===== src/rtl/pending_encoder32_5_pkg.sv =====
// Shared defaults, state encoding and popcount helper for the serial
// 32-to-5 request encoder.
package encoder_pkg;

    localparam int WIDTH_DEF = 32;
    localparam int IDX_W_DEF = $clog2(WIDTH_DEF);

    typedef enum logic {
        IDLE = 1'b0,
        EMIT = 1'b1
    } enc_state_t;

    function automatic logic [IDX_W_DEF:0] popcount(input logic [WIDTH_DEF-1:0] vec);
        logic [IDX_W_DEF:0] cnt;
        cnt = '0;
        for (int i = 0; i < WIDTH_DEF; i++) begin
            cnt = cnt + {{IDX_W_DEF{1'b0}}, vec[i]};
        end
        return cnt;
    endfunction

endpackage


===== src/rtl/pending_encoder32_5_if.sv =====
// Load/index handshake bundle between the request collector, the encoder
// and the index consumer.
interface pending_encoder32_5_if
    import encoder_pkg::*;
#(
    parameter int WIDTH = WIDTH_DEF,
    parameter int IDX_W = IDX_W_DEF
) ();

    logic             load_valid;
    logic             load_ready;
    logic [WIDTH-1:0] load_vec;
    logic             idx_valid;
    logic             idx_ready;
    logic [IDX_W-1:0] idx;
    logic             last;
    logic [IDX_W:0]   remaining;
    logic             busy;

    modport slave (
        input  load_valid,
        input  load_vec,
        input  idx_ready,
        output load_ready,
        output idx_valid,
        output idx,
        output last,
        output remaining,
        output busy
    );

    modport master (
        output load_valid,
        output load_vec,
        output idx_ready,
        input  load_ready,
        input  idx_valid,
        input  idx,
        input  last,
        input  remaining,
        input  busy
    );

endinterface


===== src/rtl/pending_encoder32_5_priority_enc.sv =====
// Combinational 32-to-5 lowest-set-bit encoder: four 8-to-3 group encoders
// and a 4-to-2 group select, the mirror of the 5-to-32 decoder tree.
module priority_enc32_5
    import encoder_pkg::*;
(
    input  logic [WIDTH_DEF-1:0] in,
    output logic [IDX_W_DEF-1:0] out,
    output logic                 any
);

    localparam int N_GRP = WIDTH_DEF / 8;

    function automatic logic [2:0] enc8(input logic [7:0] vec);
        logic [2:0] pos;
        pos = '0;
        for (int i = 7; i >= 0; i--) begin
            if (vec[i]) pos = 3'(i);
        end
        return pos;
    endfunction

    logic [N_GRP-1:0] grp_any;
    logic [2:0]       grp_idx [N_GRP];
    logic [1:0]       grp_sel;

    for (genvar g = 0; g < N_GRP; g++) begin : g_grp
        assign grp_any[g] = |in[8*g +: 8];
        assign grp_idx[g] = enc8(in[8*g +: 8]);
    end

    // Lowest populated group wins, matching bit-0-first priority.
    always_comb begin
        grp_sel = '0;
        for (int g = N_GRP - 1; g >= 0; g--) begin
            if (grp_any[g]) grp_sel = 2'(g);
        end
    end

    assign out = {grp_sel, grp_idx[grp_sel]};
    assign any = |grp_any;

endmodule


===== src/rtl/pending_encoder32_5.sv =====
// Serial request encoder: captures a multi-hot vector and hands out the
// index of each set bit, lowest first, one per idx handshake.
//
// state | meaning
// IDLE  | ready for a new vector, nothing pending
// EMIT  | presenting the lowest pending index until the last one is taken
module pending_encoder32_5
    import encoder_pkg::*;
#(
    parameter int WIDTH = WIDTH_DEF,
    parameter int IDX_W = IDX_W_DEF
) (
    input  logic clk,
    input  logic reset,
    pending_encoder32_5_if.slave bus
);

    localparam logic [IDX_W:0] REM_ONE = (IDX_W + 1)'(1);

    enc_state_t       state, state_nxt;
    logic [WIDTH-1:0] pending, pending_nxt;
    logic [IDX_W:0]   remaining, remaining_nxt;

    logic [IDX_W-1:0] enc_idx;
    logic             enc_any;
    logic             load_ready;
    logic             idx_valid;

    priority_enc32_5 u_prio (
        .in  (pending),
        .out (enc_idx),
        .any (enc_any)
    );

    always_ff @(posedge clk) begin
        if (reset) begin
            state     <= IDLE;
            pending   <= '0;
            remaining <= '0;
        end else begin
            state     <= state_nxt;
            pending   <= pending_nxt;
            remaining <= remaining_nxt;
        end
    end

    always_comb begin
        state_nxt     = state;
        pending_nxt   = pending;
        remaining_nxt = remaining;
        load_ready    = 1'b0;
        idx_valid     = 1'b0;
        case (state)
            IDLE: begin
                load_ready = 1'b1;
                // An all-zero vector is accepted but produces no indices.
                if (bus.load_valid && (|bus.load_vec)) begin
                    pending_nxt   = bus.load_vec;
                    remaining_nxt = popcount(bus.load_vec);
                    state_nxt     = EMIT;
                end
            end
            EMIT: begin
                idx_valid = 1'b1;
                if (bus.idx_ready) begin
                    pending_nxt[enc_idx] = 1'b0;
                    remaining_nxt        = remaining - REM_ONE;
                    if (remaining == REM_ONE) state_nxt = IDLE;
                end
                // Cannot happen while pending and remaining agree; recover
                // to IDLE rather than emit a phantom index forever.
                if (!enc_any) state_nxt = IDLE;
            end
            default: state_nxt = IDLE;
        endcase
    end

    assign bus.load_ready = load_ready;
    assign bus.idx_valid  = idx_valid;
    assign bus.idx        = (state == EMIT) ? enc_idx : '0;
    assign bus.last       = (state == EMIT) && (remaining == REM_ONE);
    assign bus.remaining  = remaining;
    assign bus.busy       = (state == EMIT);

endmodule


===== src/flat_wrapper.sv =====
// flat-port wrapper written by rule: the top's interface ports become plain ports
module pending_encoder32_5_flat import encoder_pkg::*;
#(
    parameter int WIDTH = WIDTH_DEF,
    parameter int IDX_W = IDX_W_DEF
)
  (clk, reset, bus_load_valid, bus_load_vec, bus_idx_ready, bus_load_ready, bus_idx_valid, bus_idx, bus_last, bus_remaining, bus_busy);
  pending_encoder32_5_if #(.WIDTH(WIDTH), .IDX_W(IDX_W)) bus_i ();
  input  logic clk;
  input  logic reset;
  input wire logic [$bits(bus_i.load_valid)-1:0] bus_load_valid;
  input wire logic [$bits(bus_i.load_vec)-1:0] bus_load_vec;
  input wire logic [$bits(bus_i.idx_ready)-1:0] bus_idx_ready;
  output wire logic [$bits(bus_i.load_ready)-1:0] bus_load_ready;
  output wire logic [$bits(bus_i.idx_valid)-1:0] bus_idx_valid;
  output wire logic [$bits(bus_i.idx)-1:0] bus_idx;
  output wire logic [$bits(bus_i.last)-1:0] bus_last;
  output wire logic [$bits(bus_i.remaining)-1:0] bus_remaining;
  output wire logic [$bits(bus_i.busy)-1:0] bus_busy;
  assign bus_i.load_valid = bus_load_valid;
  assign bus_i.load_vec = bus_load_vec;
  assign bus_i.idx_ready = bus_idx_ready;
  assign bus_load_ready = bus_i.load_ready;
  assign bus_idx_valid = bus_i.idx_valid;
  assign bus_idx = bus_i.idx;
  assign bus_last = bus_i.last;
  assign bus_remaining = bus_i.remaining;
  assign bus_busy = bus_i.busy;
  pending_encoder32_5 #(.WIDTH(WIDTH), .IDX_W(IDX_W)) u_core (.clk(clk), .reset(reset), .bus(bus_i));
endmodule

===== config.mk =====
export PLATFORM = sky130hd
export DESIGN_NAME = pending_encoder32_5_flat
export DESIGN_NICKNAME = d
export VERILOG_FILES = /design/src/rtl/pending_encoder32_5_pkg.sv /design/src/rtl/pending_encoder32_5_if.sv /design/src/rtl/pending_encoder32_5_priority_enc.sv /design/src/rtl/pending_encoder32_5.sv /design/src/flat_wrapper.sv
export SDC_FILE = /design/constraint.sdc
export NUM_CORES = 1
export LEC_CHECK = 0
export BUFFER_PORTS_ARGS = -buffer_cell sky130_fd_sc_hd__buf_4
export CAP_MARGIN = 10
export CORE_ASPECT_RATIO = 2
export CORE_UTILIZATION = 60
export DETAILED_ROUTE_END_ITERATION = 10
export PLACE_DENSITY_LB_ADDON = 0.05
export RECOVER_POWER = 25
export REMOVE_ABC_BUFFERS = 1
export SLEW_MARGIN = 20
export SYNTH_ARGS = -nofsm -noshare
export SYNTH_HDL_FRONTEND = slang
export SYNTH_SLANG_ARGS = --single-unit

===== constraint.sdc =====
create_clock -name clk -period 11.2 [get_ports clk]
set_input_delay 0.56 -clock clk [delete_from_list [all_inputs] [get_ports clk]]
set_output_delay 0.56 -clock clk [all_outputs]
set_load 0.02 [all_outputs]

# Word level (Yosys, flattened, before mapping)
# Cells that the tools add are included.
[word_totals]
latchBits = 0
word_cells = 110
output_inout_bits = 15
ramBits = 0
mem_count = 0
inputBits = 36
register_bits = 39
mem_bits_ro = 0
[op_classes]
n_mux = 55
n_addsub = 32
bitwise_logic = 4
multipliers = 0
n_reduce_logical = 10
n_eq_ne = 3
div = 0
shift = 0
magnitude_cmp = 3
[ops]
columns = ["op", "n"]
rows = [
  ["$add 6x1->6", 30],
  ["$mux 3", 34],
  ["$mux 32", 2],
  ["$pmux 32 s2", 1],
  ["$reduce_or 32->1", 2],
  ["$and 32x32->32", 1],
  ["$not 32->32", 1],
  ["$reduce_or 8->1", 4],
  ["$mux 6", 2],
  ["$pmux 6 s2", 1],
  ["$mux 2", 4],
  ["$mux 1", 7],
  ["$bmux 3 s2", 1],
  ["$eq 6x1->1 const B", 1],
  ["$lt 5x6->1 const B", 1],
  ["$sub 6x1->6 const B", 1],
  ["$demux 1 s5", 1],
  ["$ge 5x1->1 const B", 1],
  ["$mux 5", 1],
  ["$ge 3x3->1 const B", 1],
  ["$logic_and 1x1->1", 3],
  ["$not 2->3", 1],
  ["$add 1x1->2", 1],
  ["$ne 2x1->1 const B", 1],
  ["other kinds (4)", 4],
]

# Logic depth before layout (Yosys ltp)
# Gate-level depths: netlist (run 1).
[depth]
ltp_word = 33
ltp_mapped = 20
depth_no_buf = 20

# By module
# Synthesis (run 1) repeated with hierarchy kept, for this count alone.
[hier_totals]
hier_cells = 399
area_unflattened_um2 = 3364.5
[modules_own_cells]
columns = ["mod", "area_per_inst_um2", "n_inst", "cells_per_inst"]
rows = [
  ["pending_encoder32_5", 2946.6, 1, 329],
  ["priority_enc32_5", 417.9, 1, 70],
]

# Worst setup path before layout (run 1)
# Ideal clock, no wire load.
[synth_timing]
kind = "input-to-reg"
startpoint = "input bus_load_vec[0]"
endpoint = "register u_core.remaining[4], in the netlist u_core.bus.remaining[4]"
t_arrival_ps = 5166
path_slack_ps = 5907
required_ps = 11072
path_buffers = 0
stages = 18
cell_sequence = "inv_1 -> ha_1 -> inv_1 -> fa_1 -> fa_1 -> fa_1 -> fa_1 -> fa_1 -> fa_1 -> fa_1 -> fa_1 -> inv_1 -> a21o_1 -> a21oi_1 -> xor2_1 -> o22ai_1 -> a22oi_1 -> nor2_1"
[synth_between]
elab_chain_cells = 33
elab_cells_between_ends = 37
[synth_rtl]
columns = ["element", "line_no", "text"]
rows = [
  ["start: declaration", "flat_wrapper.sv:12", "input wire logic [$bits(bus_i.load_vec)-1:0] bus_load_vec;"],
  ["$add 1x1->2", "pending_encoder32_5_pkg.sv:17", "cnt = cnt + {{IDX_W_DEF{1'b0}}, vec[i]};"],
  ["$add 6x1->6 (30 in a row)", "pending_encoder32_5_pkg.sv:17", ""],
  ["$mux 6", "pending_encoder32_5.sv:57", "if (bus.load_valid && (|bus.load_vec)) begin"],
  ["$pmux 6 s2", "pending_encoder32_5.sv:53", "case (state)"],
  ["end signal: assignment", "pending_encoder32_5.sv:43", "remaining <= remaining_nxt;"],
  ["end: declaration", "pending_encoder32_5.sv:22", "logic [IDX_W:0] remaining, remaining_nxt;"],
]
# Several ways; a longest one is shown, not always the timed one. The select of a mux whose other input is x is not followed.
# A chain may end at the register's enable or synchronous reset.

# Worst setup path after layout (run 1)
# Ends and elaborated chain as after synthesis.

==> impl_results.md, run 1 <==
- DPL Wire Length: 7.69 mm
- Fraction of the mapped netlist area in adder cells: 19.3%
- Final setup TNS: 0 ns
- Crit path largest cell delay: 0.54 ns
- Vias in the first global route: 3267
- Layout cells sized above 1: 13.5%
- M2 GR Usage: 65.0%
- Hold crit path type: in2reg
- Vias post-DR: 3322
- Mux share of post-synthesis cell area: 2.50%
- Chip height: 105 µm
- TritonCTS Buffers: 5
- Status: finished, final reports clean
- Area of the multi-input gates: 2130 µm²
- CP top delay family: adder cells
- Synth cell types: 57
- Gpl congestion: 0.986
- Initial antenna violation count: 0
- Crit Path Max Fanout: 2
- Cell count after synthesis: 402
- Nets: 515
- Die X: 53.7 µm
- Drt via density: 6.60
- CP required: 11.38 ns
- Final hold violation count: 0
- Top-area cell type share of the netlist area: 24.4%
- Number of fillers in the final layout: 454
- Most numerous cell in the Yosys netlist: nor2_1
- Int Pwr: 0.000461 W
- Xor and xnor area share after synthesis: 0.820%
- Seq pwr share: 20.3%
- Net Sw Frac: 46.1%
- GRT met1 Usage: 43.6%
- List of most frequent post-synthesis cells: nor2_1, inv_1, dfxtp_1
- Worst skew pair latency: 0.30 ns
- Worst Path Arrival: 5.48 ns
- IO Pins: 51
- Max Buffers Root-to-Sink: 2
- Syn_area_per_cell: 7.97 µm²
- Max-cap viol count: 0
- Max transition margin: 27.3%
- H-tree depth: 2
- CP dominant cell by count: fa_1
- Initial DRC count: 184
- Worst slack at placement: 5.61 ns
- Cell Chain, Critical Path: buf_4 > inv_1 > ha_1 > inv_1 > fa_1 > fa_1 > fa_1 > fa_1 > fa_1 > fa_1 > fa_1 > fa_1 > inv_1 > a21o_1 > a21oi_1 > xor2_1 > o22ai_1 > a22oi_1 > nor2_1
- Clock Power Share: 14.4%
- Met3 usage: 6.06%
- Synth Area in Compound Gates: 23.2%
- Final setup viols: 0
- P&R area growth vs syn: 14.3%
- Storage element area: 781 µm²
- Clock transition at path regs: 0.08 ns
- Number of flops mapped to enable cells by yosys: 0
- Post-layout min period: 5.31 ns
- Pwr/cell area: 233 nW/µm²
- CP max stage cell: fa_1
- Routed WL: 9.82 mm
- Cts hold-fix bufs: 0
- Leading area contributor after synthesis: dfxtp_1
- Static Leak: 1.63 nW
- Synth top area cells: dfxtp_1, fa_1, nor2_1, inv_1, a21oi_1
- CTS resizes: 0
- Post-synthesis simple-gate area fraction: 20.7%
- Initial core utilization: 62.3%
- GRT Residual Overflow: 0
- First-pass GRT wire length: 15.9 mm
- Post-CTS Setup Inserts: 0
- Comb power frac: 65.4%
- RSZ-0062 raised after global routing: no
- Worst Setup End Kind: register
- Drt pass-1 iters: 7
- Clock skew: 0.0117 ns
- Total GRT Usage: 38.7%
- N_diodes: 0
- Worst VDD drop: 389 µV
- Largest net degree at the start of global routing: 61
- Main combinational cell family by area after synthesis: compound AO/OA/AOI/OAI gates
- Clock Root Buffer: clkbuf_8
- Sink Count: 39
- Register area share after synthesis: 24.4%
- Post-synthesis cell area: 3200 µm²
- Routed len/inst: 19.5 µm
- Yosys synthesis warning count: 0
- DRC viols: 0
- Number of buffer and inverter stages on the critical path: 4
- Final Cycle Share: 47.4%
- Most used flip-flop cell after synthesis: dfxtp_1
- Slew @ Worst Pin: 1.09 ns
- GRT Max-Usage Layer: met2
- Final worst slack: 5.89 ns
- Max-slew violation count: 0
- Crit path kind: in2reg
- CTS tree: yes
- #FFs+latches synth: 39
- Post-synth ARST share: 0%
- Post-DRT Antenna Nets: 0
- NetSw: 0.000394 W
- Die area: 5650 µm²
- Critical path launch point type: input port
- Fmax: 188 MHz
- Core Area: 5140 µm²
- Port-buffer cells: 50
- Row count: 37
## routing by layer
metal / routed length (µm) / vias up
met5: 0 / -
met4: 661 / 0
met3: 732 / 53
met2: 5150 / 213
met1: 3270 / 1551
li1: - / 1505
## worst paths after layout
check	start	end	slack (ns)	depth (start not counted)
min	bus_load_vec[9]	u_core.pending[9]	0.52	2
min reg2reg	u_core.pending[13]	u_core.pending[13]	0.55	2
max	bus_load_vec[0]	u_core.bus.remaining[4]	5.89	19
max reg2reg	u_core.pending[21]	u_core.pending[2]	8.20	7
## placed cells by master, fill, tap and decap left out, types with 3 or more instances in the layout
cell and count:
a31oi_1 10, nand2_1 22, a21oi_1 32, nor2b_1 5
fa_1 24, a31o_2 3, clkbuf_8 5, buf_4 43
a311oi_1 5, ha_1 11, dfxtp_1 39, nor3_1 10
nor2_1 57, clkbuf_1 10, a211oi_1 15, inv_1 56
o311ai_0 3, nand3_1 6, a22oi_1 5, nand4_1 3
nor4_1 12, o21ai_0 14, o31ai_1 3, mux2i_1 8
## power groups by stage
stage,sequential (W),combinational [W],clock [W]
finish,0.000173,0.000559,0.000123
global route,0.000175,0.000629,0.000128
CTS,0.000173,0.000565,0.000122
detailed placement,0.000176,0.000562,0
global placement,0.000175,0.000550,0
floorplan,0.000180,0.000401,0
## cell families (layout without fill, tap and decap cells)
kind of cell	after synthesis	after routing
AO/OA/AOI/OAI	111	111
XOR/XNOR	3	3
multiplexers	8	8
buffers and inverters	74	117
flip-flops	39	39
adder cells (fa/ha/maj)	35	35
AND/OR/NAND/NOR	132	132
## area by class of cell
| cell class | count | share of cell area, % |
|---|---|---|
| Clock inverter | 3 | 1.20 |
| Sequential cell | 39 | 21.3 |
| Tap cell | 58 | 1.98 |
| Timing Repair Buffer | 53 | 9.84 |
| Inverter | 56 | 5.74 |
| Clock buffer | 5 | 1.88 |
| Multi-Input combinational cell | 289 | 58.0 |
## sequential cells by signal, indices dropped and copies added (netlist names)
| register | flops |
|---|---|
| u_core.bus.busy | 1 |
| u_core.pending | 32 |
| u_core.bus.remaining | 6 |
## per-stage QoR
| step | cell area [µm²] | total power, W | util [%] | hold slack (ns) | cells |
|---|---|---|---|---|---|
| after global placement | 3590 | 0.000724 | 69.9 | 0.510 | 495 |
| final | 3660 | 0.000855 | 71.3 | 0.518 | 503 |
| after detailed placement | 3590 | 0.000738 | 69.9 | 0.525 | 495 |
| after floorplan | 3120 | 0.000581 | - | 0.481 | 384 |
| after global routing | 3660 | 0.000933 | 71.3 | 0.538 | 503 |
| after CTS | 3710 | 0.000860 | 72.1 | 0.520 | 503 |
No activity file was read; power rests on OpenSTA's default activity.
==> inputs of run 2 (changes only) <==
Settings changed: CORE_UTILIZATION 60 to 52.
Clock period 11.2 ns to 4.6 ns, I/O delays scaled along.
==> run 2 against run 1 <==
Compared with the run above: the run now ends with DRC, setup timing left; clock skew fell by 0.0033 ns; flip-flop and latch count unchanged; cell count up 6.0%; critical path type unchanged; critical endpoint unchanged.
==> impl_results.md, run 2 (synthesis gave the netlist of run 1 again) <==
- Design area: 3990 µm²
- Worst hold start: bus_load_vec[9]
- Port-buffer cells: 50
- Top reg by flops: u_core.pending
- Gpl congestion: 0.945
- Critical path launch point type: input port
- N_diodes: 0
- Initial antenna violation count: 0
- Crit Path Max Fanout: 2
- Worst VDD drop: 1020 µV
- Max reg flops: 32
- Cell count of the worst hold path: 2
- R2R cell count: 7
- Nets: 541
- Area of placed instances: 3770 µm²
- Die area: 6500 µm²
- Initial core utilization: 53.8%
- Layout cells sized above 1: 20.9%
- DPL Wire Length: 7.99 mm
- Hold-critical path endpoint: u_core.pending[9]
- Largest net degree at the start of global routing: 37
- Drt via density: 6.16
- Reg2reg start: u_core.pending[20]
- Clock skew: 0.00839 ns
- Max transition margin: 35.0%
- Routed len/inst: 19.2 µm
- Die X: 57.5 µm
- Worst Setup End Kind: register
- Post-DRT Antenna Nets: 0
- Vias in the first global route: 3402
- Status: finished, violations left
- DRC viols: 4
- Routed WL: 10.2 mm
- Chip height: 113 µm
- Final Cycle Share: 104%
- Drt pass-1 iters: 8
- Hold crit path type: in2reg
- Vias post-DR: 3281
- CTS tree: yes
- P&R area growth vs syn: 24.6%
- Hold slack: 0.190 ns
- Core Area: 5960 µm²
- Clock transition at path regs: 0.06 ns
- Final hold violation count: 0
- Final worst slack: -0.169 ns
- Clock Root Buffer: clkbuf_16
- RSZ-0062 raised after global routing: yes
- Crit path kind: in2reg
- Static Leak: 1.80 nW
- Row count: 40
- GRT Residual Overflow: 0
- CP required: 4.76 ns
- Slew @ Worst Pin: 0.966 ns
- Post-layout min period: 4.77 ns
- Total GRT Usage: 34.6%
- Pwr/cell area: 632 nW/µm²
- Worst skew pair latency: 0.29 ns
- Max-cap viol count: 0
- IO Pins: 51
- Cts hold-fix bufs: 0
- TritonCTS Buffers: 5
- Sink Count: 39
- First-pass GRT wire length: 16.7 mm
- Final setup TNS: -0.446 ns
- Final setup viols: 4
- Reg2reg end: u_core.pending[30]
- Most frequent cells in the layout: buf_4, nor2_1, inv_1
- Number of fillers in the final layout: 557
- Fmax: 210 MHz
- Worst Path Arrival: 4.93 ns
- Max Buffers Root-to-Sink: 2
- Reg2reg setup slack: 1.51 ns
- Max-slew violation count: 0
- H-tree depth: 2
- Commonest non-fill, non-tap cell in the layout: buf_4
- Violated checks: DRC, setup timing
- Initial DRC count: 205
run 2: timing repair:
item | CTS | global route
setup endpoints to repair | 5 | 5
pin swaps | 12 | 8
setup buffers | 2 | 2
resized for setup | 14 | 4
run 2: where the power goes:
group          total (W)  internal (W)  switching [W]
clock           0.000394      0.000253       0.000141
sequential      0.000422      0.000377      0.0000455
combinational    0.00171      0.000790       0.000916
total            0.00252       0.00142        0.00110
run 2: cell type report:
class | instances | area, µm² | share of cell area, %
multi-input combinational | 289 | 2160 | 54.2
sequential | 39 | 781 | 19.6
timing repair buffer | 79 | 593 | 14.9
inverter | 56 | 215 | 5.39
clock buffer | 6 | 129 | 3.23
tap | 63 | 78.8 | 1.98
clock inverter | 1 | 30.0 | 0.753
run 2: how the worst max path moves through the flow:
stage,slack [ns],to,startpoint
final,-0.17,u_core.bus.remaining[4],bus_load_vec[0]
after global routing,-0.38,u_core.bus.remaining[4],bus_load_vec[0]
after CTS,-0.19,u_core.bus.remaining[4],bus_load_vec[1]
after detailed placement,-0.65,u_core.bus.remaining[4],bus_load_vec[0]
after global placement,-0.55,u_core.bus.remaining[4],bus_load_vec[0]
after floorplan,-0.39,u_core.bus.remaining[4],bus_load_vec[0]
run 2: per-stage QoR:
stage | instances | setup WS [ns] | util, % | total power (W)
after floorplan | 384 | -0.392 | - | 0.00141
after global placement | 523 | -0.554 | 63.3 | 0.00191
after detailed placement | 523 | -0.650 | 63.3 | 0.00193
after CTS | 532 | -0.187 | 67.0 | 0.00238
after global routing | 533 | -0.384 | 67.0 | 0.00271
final | 533 | -0.169 | 67.0 | 0.00252
run 2: metal layers:
metal	GRT usage, %	part of all wire (%)	vias up
li1	-	-	1549
met1	36.8	35	1556
met2	61.0	54	132
met3	5.94	5.0	44
met4	21.8	6.3	0
met5	0	0	-
run 2: worst max-delay path: stages:
cell and delay [ns]:
buf_8 0.08, inv_4 0.03, ha_4 0.24, inv_2 0.03, fa_1 0.48, fa_1 0.43
fa_1 0.54, fa_1 0.44, fa_1 0.53, fa_1 0.43, fa_2 0.37, fa_2 0.36
inv_1 0.08, a21o_1 0.12, a21oi_1 0.07, xor2_1 0.16, o22ai_1 0.11, a22oi_1 0.15
nor2_1 0.06
